### config.mk
export PLATFORM = sky130hd
export DESIGN_NAME = mole_scheduler_flat
export DESIGN_NICKNAME = d
export VERILOG_FILES = /design/src/rtl/mole_scheduler_if.sv /design/src/rtl/mole_scheduler.sv /design/src/flat_wrapper.sv
export SDC_FILE = /design/constraint.sdc
export NUM_CORES = 1
export LEC_CHECK = 0
export ABC_AREA = 1
export CORE_AREA = 2 2 123 125
export CTS_CLUSTER_SIZE = 30
export DETAILED_ROUTE_END_ITERATION = 8
export DIE_AREA = 0 0 125 127
export GPL_TIMING_DRIVEN = 0
export SLEW_MARGIN = 5
export SYNTH_ARGS = -nofsm -noshare
export SYNTH_HDL_FRONTEND = slang
export SYNTH_SLANG_ARGS = --single-unit
### constraint.sdc
create_clock -name CLK100MHZ -period 5.85 [get_ports CLK100MHZ]
set_clock_uncertainty 0.2 [all_clocks]
set_input_delay 1.17 -clock CLK100MHZ [delete_from_list [all_inputs] [get_ports CLK100MHZ]]
set_output_delay 1.17 -clock CLK100MHZ [all_outputs]
set_load 0.05 [all_outputs]
### src/rtl/mole_scheduler_if.sv
// rtl/mole_scheduler_if.sv - scheduler to mole-timer bank signals
interface mole_scheduler_if #(
  parameter int NUM_HOLES = 9
);
  logic [NUM_HOLES-1:0] spawn;
  logic [2:0]           moletime;
  logic [NUM_HOLES-1:0] mole_up;

  modport master (output spawn, output moletime, input mole_up);
  modport slave  (input spawn, input moletime, output mole_up);
endinterface

### src/rtl/mole_scheduler.sv
// rtl/mole_scheduler.sv - picks when and where the next mole pops up
module mole_scheduler #(
  parameter int NUM_HOLES = 9,
  parameter int TICK      = 10_000_000
) (
  input  logic              CLK100MHZ,
  input  logic              CPU_RESETN,
  input  logic [1:0]        difficulty,
  input  logic              game_active,
  mole_scheduler_if.master  bank,
  output logic [7:0]        spawn_count
);

  localparam int          GAP_MAX = 27 * TICK;
  localparam int          CW      = $clog2(GAP_MAX + 1);
  localparam logic [4:0]  NH      = 5'(NUM_HOLES);
  localparam logic [3:0]  LAST    = 4'(NUM_HOLES - 1);

  typedef enum logic [1:0] {IDLE, GAP, PICK, FIRE} state_t;

  state_t        state;
  logic [15:0]   lfsr;
  logic [CW-1:0] gap_cnt;
  logic [3:0]    cand;
  logic [3:0]    probes;

  logic [15:0]   lfsr_next;
  logic [4:0]    base;
  logic [CW-1:0] gap_load;
  logic [1:0]    limit;
  logic [4:0]    occ;
  logic          limit_ok;
  logic [4:0]    raw;
  logic [3:0]    cand0;
  logic [3:0]    cand_next;

  always_comb begin
    lfsr_next = {lfsr[0] ^ lfsr[2] ^ lfsr[3] ^ lfsr[5], lfsr[15:1]};

    case (difficulty)
      2'b00:   begin base = 5'd20; limit = 2'd1; end
      2'b01:   begin base = 5'd12; limit = 2'd2; end
      default: begin base = 5'd6;  limit = 2'd3; end
    endcase

    // Counter holds G-1 so that PICK is entered exactly G cycles after GAP entry
    gap_load = CW'(base + {2'b00, lfsr[6:4]}) * CW'(TICK) - CW'(1);

    occ      = 5'($countones(bank.mole_up));
    limit_ok = occ < {3'b000, limit};

    raw       = {1'b0, lfsr[3:0]};
    cand0     = (raw >= NH) ? 4'(raw - NH) : lfsr[3:0];
    cand_next = ({1'b0, cand} == NH - 5'd1) ? 4'd0 : cand + 4'd1;
  end

  always_ff @(posedge CLK100MHZ) begin
    if (!CPU_RESETN) begin
      state         <= IDLE;
      lfsr          <= 16'hACE1;
      gap_cnt       <= '0;
      cand          <= '0;
      probes        <= '0;
      bank.spawn    <= '0;
      bank.moletime <= '0;
      spawn_count   <= '0;
    end else begin
      lfsr       <= lfsr_next;
      bank.spawn <= '0;
      if (!game_active) begin
        state <= IDLE;
      end else begin
        case (state)
          IDLE: begin
            spawn_count <= '0;
            gap_cnt     <= gap_load;
            state       <= GAP;
          end
          GAP: begin
            if (gap_cnt != '0) begin
              gap_cnt <= gap_cnt - CW'(1);
            end else if (limit_ok) begin
              // Hole and duration are drawn from the LFSR as PICK is entered
              cand          <= cand0;
              probes        <= '0;
              bank.moletime <= lfsr[9:7];
              state         <= PICK;
            end
          end
          PICK: begin
            if (!bank.mole_up[cand]) begin
              bank.spawn[cand] <= 1'b1;
              if (spawn_count != 8'hFF) spawn_count <= spawn_count + 8'd1;
              state <= FIRE;
            end else if (probes == LAST) begin
              gap_cnt <= gap_load;
              state   <= GAP;
            end else begin
              cand   <= cand_next;
              probes <= probes + 4'd1;
            end
          end
          FIRE: begin
            gap_cnt <= gap_load;
            state   <= GAP;
          end
          default: state <= IDLE;
        endcase
      end
    end
  end

endmodule
### src/flat_wrapper.sv
// flat-port wrapper written by rule: the top's interface ports become plain ports
module mole_scheduler_flat 
#(
  parameter int NUM_HOLES = 9,
  parameter int TICK      = 10_000_000
)
  (CLK100MHZ, CPU_RESETN, difficulty, game_active, spawn_count, bank_spawn, bank_moletime, bank_mole_up);
  mole_scheduler_if #(.NUM_HOLES(NUM_HOLES)) bank_i ();
  input  logic CLK100MHZ;
  input  logic CPU_RESETN;
  input  logic [1:0] difficulty;
  input  logic game_active;
  output logic [7:0] spawn_count;
  output wire logic [$bits(bank_i.spawn)-1:0] bank_spawn;
  output wire logic [$bits(bank_i.moletime)-1:0] bank_moletime;
  input wire logic [$bits(bank_i.mole_up)-1:0] bank_mole_up;
  assign bank_spawn = bank_i.spawn;
  assign bank_moletime = bank_i.moletime;
  assign bank_i.mole_up = bank_mole_up;
  mole_scheduler #(.NUM_HOLES(NUM_HOLES), .TICK(TICK)) u_core (.CLK100MHZ(CLK100MHZ), .CPU_RESETN(CPU_RESETN), .difficulty(difficulty), .game_active(game_active), .bank(bank_i), .spawn_count(spawn_count));
endmodule
# --- Word-level counts from Yosys, hierarchy flattened ---
# Cells that the tools add are included.
op_classes:
  n_addsub: 15
  multipliers: 1
  order_cmp: 4
  n_eq_ne: 16
  mux: 30
  bitwise_logic: 7
  reduce_logical: 14
ops:
  columns: ["operator", "count"]
  rows:
  - ["29-bit two-way mux", 3]
  - ["29-bit case mux with 3 select lines", 1]
  - ["29-bit by 1-bit subtractor with 29-bit output (second input constant)", 2]
  - ["4-bit two-way mux", 10]
  - ["29-bit by 17-bit multiplier with 22-bit output (second input constant)", 1]
  - ["29-bit nonzero test", 1]
  - ["8-bit two-way mux", 2]
  - ["4-bit case mux with 2 select lines", 2]
  - ["8-bit case mux with 2 select lines", 1]
  - ["5-bit adder", 3]
  - ["4-bit AND reduction", 3]
  - ["2-bit by 1-bit != test with 1-bit output (second input constant)", 5]
  - ["5-bit case mux with 2 select lines", 1]
  - ["1-bit by 1-bit adder with 2-bit output", 4]
  - ["4-bit by 1-bit adder with 4-bit output (second input constant)", 2]
  - ["8-bit by 1-bit adder with 8-bit output (second input constant)", 1]
  - ["4-bit equality test (second input constant)", 2]
  - ["2-bit two-way mux", 4]
  - ["8-bit != test (second input constant)", 1]
  - ["5-bit by 3-bit adder with 6-bit output", 1]
  - ["2-bit != test (second input constant)", 3]
  - ["2-bit case mux with 3 select lines", 1]
  - ["6-bit AND reduction", 1]
  - ["5-bit by 1-bit adder with 5-bit output", 1]
  - ["21 further kinds", 31]
totals:
  reg_bits: 75
  in_bits: 14

# --- Logic depth before layout (Yosys ltp) ---
logic_depth:
  ltp_word: 8
  depth_mapped: 27
  mapped_depth_nobuf: 26

# --- Worst setup path before layout ---
# OpenSTA, ideal clock, no wires.
synth_path:
  kind: "input port to flip-flop"
  from: "in difficulty[1]"
  to: "reg u_core.gap_cnt[28]"
  setup_ps: 66
  arrival_time_ps: 4874
  required_ps: 5584
  slack_ps: 709
  stages: 24
  n_path_buf: 1
  cell_sequence: "ha_1 inv_1 ha_1 xor2_1 ha_1 inv_1 fa_1 fa_1 inv_1 ha_1 buf_4 a21oi_2 nand3_1 nand2_2 nand2_2 nor2_4 nand3_2 nor2_2 nand2_2 nor2_2 nand2_1 nand2_1 nand3_1 a21oi_2"
synth_via:
  elab_chain_len: 8
  word_cells_on_any_way: 9
  cone_classes: "2 x add/sub; 1 x mul; 1 x eq/ne; 4 x mux; 1 x reduce/logical"
synth_rtl:
  columns: ["element", "line_no", "text"]
  rows:
  - ["start, declared", "flat_wrapper.sv:11", "input logic [1:0] difficulty;"]
  - ["2-bit by 1-bit equality test with 1-bit output / 2-bit logical NOT (equally long branches)", "mole_scheduler.sv:40", "case (difficulty)"]
  - ["5-bit case mux with 2 select lines *", "mole_scheduler.sv:40", null]
  - ["5-bit by 3-bit adder with 6-bit output *", "mole_scheduler.sv:47", "gap_load = CW'(base + {2'b00, lfsr[6:4]}) * CW'(TICK) - CW'(1);"]
  - ["29-bit by 17-bit multiplier with 22-bit output *", "mole_scheduler.sv:47", null]
  - ["29-bit by 1-bit subtractor with 29-bit output *", "mole_scheduler.sv:47", null]
  - ["29-bit two-way mux", "mole_scheduler.sv:95", "end else if (probes == LAST) begin"]
  - ["29-bit two-way mux", "mole_scheduler.sv:91", "if (!bank.mole_up[cand]) begin"]
  - ["29-bit case mux with 3 select lines *", "mole_scheduler.sv:73", "case (state)"]
  - ["end signal, assigned", "mole_scheduler.sv:76", "gap_cnt <= gap_load;"]
  - ["end signal, assigned", "mole_scheduler.sv:81", "gap_cnt <= gap_cnt - CW'(1);"]
  - ["end signal, assigned", "mole_scheduler.sv:96", "gap_cnt <= gap_load;"]
  - ["end, declared", "mole_scheduler.sv:23", "logic [CW-1:0] gap_cnt;"]
# Every way passes the cells marked *; elsewhere a longest branch is shown, timed or not. The select of a mux whose other input is x is not followed.
# A chain may end at the register's enable or synchronous reset.

# --- Final worst setup path ---
layout_path:
  from: "in difficulty[1]"
  to: "reg u_core.gap_cnt[23]"
# The elaborated chain is that of the path after synthesis.

==> impl_metrics.yaml <==
outcome:
  status: "complete, no violations"
power:
  p_int_mw: 1.255
  combinationalPowerShare_pct: 49.9
  p_seq_share_pct: 26.4
  powerDensity_nw_per_um2: 303.8
  irDropWorstVdd_uv: 178.2
  p_leak_nw: 3.539
  clockPowerShare_pct: 23.8
  switching_share_pct: 44.16
  p_switching_mw: 0.9923
grt:
  grt_pass1_vias: 5639
  grt_start_max_net_pins: 15
  grt_overflow: 0
  grt_pass1_wl_um: 26640
  grt_use_total_pct: 20.37
  antenna_found_initial: 0
drt:
  antenna_left: 0
  post-route-drc-count: 0
  wl_per_cell_um: 12.95
  dr_total_vias: 5981
  drt_pass1_iterations: 5
  vias_per_cell: 4.984
  routed_wl_um: 15540
  detail_route.iter0.violations: 340
clock_network:
  root_buffer: "clkbuf_16"
  cts_buffers: 9
  htree_num_levels: 3
  cts.sinks: 75
  cts_tree: "built"
  max-clock-path-buffers: 2
  path_clk_slew_ns: 0.06
  clkLatencyLatePin_ns: 0.35
  holdBufCountCts: 0
die:
  start_util_pct: 44.57
  design.core.area_um2: 14420
  rows: 44
  die_w_um: 125
  die-area_um2: 15880
  io_pins: 34
  fp.dieH_um: 127
synth:
  synth_ff_type: "dfxtp_1"
  synth_most_common_cell: "nand2_1"
  synth_cell_types: 52
  synthTopCellsByArea: "dfxtp_1 23%, ha_1 12%, nand2_1 12%"
  yosysSeqAreaShare_pct: 23.36
  synth-seq-cells: 75
  async_flop_share_pct: 0
  synth.top_cell.area_share_pct: 23.36
  syn_area_per_cell_um2: 6.711
  synth_common_cells: "207 x nand2_1, 159 x inv_1, 83 x nor2_1"
  synth_edf_count: 0
  yosysWarningCount: 0
  synth_cells: 958
  synth_top_cell_by_area: "dfxtp_1"
  synth_area_um2: 6429
timing:
  rsz0062_at_grt: "no"
  fin_crit_ns: 5.495
  final_hold_viol_count: 0
  slew_headroom_pct: 58.19
  fin_crit_sh_pct: 93.93
  setup_viol: 0
  max_freq_ghz: 0.1820
  fin_ws_ns: 0.3550
  drv_slew: 0
  tightest_slew_ns: 0.6272
  holdWs_ns: 0.2115
final_layout:
  design_area_um2: 7396
  area_delta_synth_final_pct: 15.04
  diodes: 0
  multiInputGateArea_um2: 4263
  drive_gt1_share_pct: 10.24
  fillers: 1510
  regArea_um2: 1501
  fin_nets: 1104
min_path:
  min_path_type: "register to register"
  min_from: "u_core.lfsr[12]"
  holdPathEnd: "u_core.lfsr[11]"
  whs_path_depth: 1
setup_path:
  cp_slowest_stage_delay_ns: 0.51
  worst-path-max-fanout: 5
  path_class: "input pin to register"
  rr_worst_depth: 23
  rr_startpoint: "u_core.lfsr[5]"
  critical_path.reg2reg.endpoint: "u_core.gap_cnt[23]"
  cp-end-kind: "register"
  crit_required_ns: 5.85
  start_kind: "input pin"
  path_cells: "clkdlybuf4s50_1, ha_1, inv_1, ha_2, inv_2, ha_1, ha_1, inv_1, fa_1, inv_1, ha_2, fa_2, nor2_1, nand3_1, nor2_2, nand2_1, nor2_4, nand3_2, nor2_4, nand3_2, nand2_1, nand3_1, nand3_1, a21oi_1"
  r2r_setup_slack_ns: 1.30
  cp.arrival_ns: 5.50
  slowest_stage: "clkdlybuf4s50_1"
placement:
  dp_hpwl_um: 12480
  portBuffers: 32
  gp_congestion: 0.8554
  pre_cts_slack_ns: -0.4372
  dpl_cell_area_um2: 6998
job:
  drv_cap: 0
==> layout make-up <==
| cell class | instances | share of cell area (%) |
|---|---|---|
| Buffer | 22 | 1.709 |
| Clock buffer | 10 | 3.231 |
| Clock inverter | 6 | 0.6429 |
| Inverter | 168 | 8.526 |
| Multi-Input combinational cell | 698 | 57.64 |
| Sequential cell | 75 | 20.30 |
| Tap cell | 184 | 3.113 |
| Timing Repair Buffer | 37 | 4.838 |
==> registers in the layout, indices dropped and copies added (netlist names) <==
register,cells
u_core.state,2
u_core.gap_cnt,29
u_core.lfsr,16
u_core.bank.spawn,9
u_core.cand,4
u_core.spawn_count,8
u_core.probes,4
u_core.bank.moletime,3
==> what timing repair did <==
item,CTS,global route
gates cloned,0,0
hold endpoints to repair,0,0
endpoints found under the setup margin,8,11
buffers inserted,0,5
resized for setup,1,16
pin swaps,0,2
==> logic make-up (layout without fill, tap and decap cells) <==
family / after synthesis / after routing / synth area share [%]
AO/OA/AOI/OAI: 152 / 152 / 13.35
XOR/XNOR: 23 / 23 / 3.133
adder cells (fa/ha/maj): 79 / 79 / 17.13
buffers and inverters: 190 / 243 / 11.77
flip-flops: 75 / 75 / 23.36
multiplexers: 1 / 1 / 0.1557
other: 1 / 6 / 0.05833
AND/OR/NAND/NOR: 437 / 437 / 31.04
==> layer usage <==
layer	global-route usage [%]	share of wire [%]	vias to the layer above	routed length, um
li1	-	-	3185	-
met1	26.37	49	2706	7575
met2	35.52	47	74	7331
met3	3.559	2.6	16	410
met4	4.902	1.5	0	226
met5	0	0	-	0
==> metrics by stage <==
stage          TNS, ns  utilization, %  cells  total power [mW]
2_1_floorplan        0               -    963             1.455
3_3_place_gp    -3.662           48.52   1179             1.691
3_5_place_dp    -4.193           48.52   1179             1.697
4_1_cts              0           50.56   1195             2.241
5_1_grt              0           51.28   1200             2.458
6_report             0           51.28   1200             2.247
==> how the worst max path moves through the flow <==
stage,slack (ns),cells after the start,startpoint,end
5_1_grt,0.03,26,difficulty[1],u_core.gap_cnt[28]
4_1_cts,0.1,25,difficulty[1],u_core.gap_cnt[23]
3_5_place_dp,-0.44,25,difficulty[1],u_core.gap_cnt[23]
6_report,0.35,24,difficulty[1],u_core.gap_cnt[23]
3_3_place_gp,-0.41,25,difficulty[1],u_core.gap_cnt[23]
2_1_floorplan,0.71,24,difficulty[1],u_core.gap_cnt[28]
==> cells in the final DEF, fill, tap and decap left out, drive strengths merged, types with 8 or more instances in the layout <==
master and n:
nand3b 11, inv 169, clkbuf 21, a21oi 66
nand4 15, nand3 64, clkdlybuf4s50 32, dfxtp 75
buf 16, nor2 97, nand2 218, fa 15
nor3 21, ha 64, xnor2 11, a31oi 8
xor2 12, o21ai 56
==> power groups by stage <==
| stage | combinational, mW | clock [mW] | sequential [mW] |
|---|---|---|---|
| finish | 1.12 | 0.534 | 0.593 |
| floorplan | 0.861 | 0 | 0.593 |
| global route | 1.29 | 0.567 | 0.599 |
| detailed placement | 1.09 | 0 | 0.604 |
| global placement | 1.09 | 0 | 0.603 |
| CTS | 1.10 | 0.548 | 0.592 |
==> worst max-delay path: cells and delay by family <==
| kind | cells | cell delay (ns) |
|---|---|---|
| adder cells (fa/ha/maj) | 7 | 2.25 |
| AND/OR/NAND/NOR | 11 | 1.23 |
| buffers and inverters | 5 | 0.79 |
| AO/OA/AOI/OAI | 1 | 0.06 |
(Power assumes the default switching activity.)
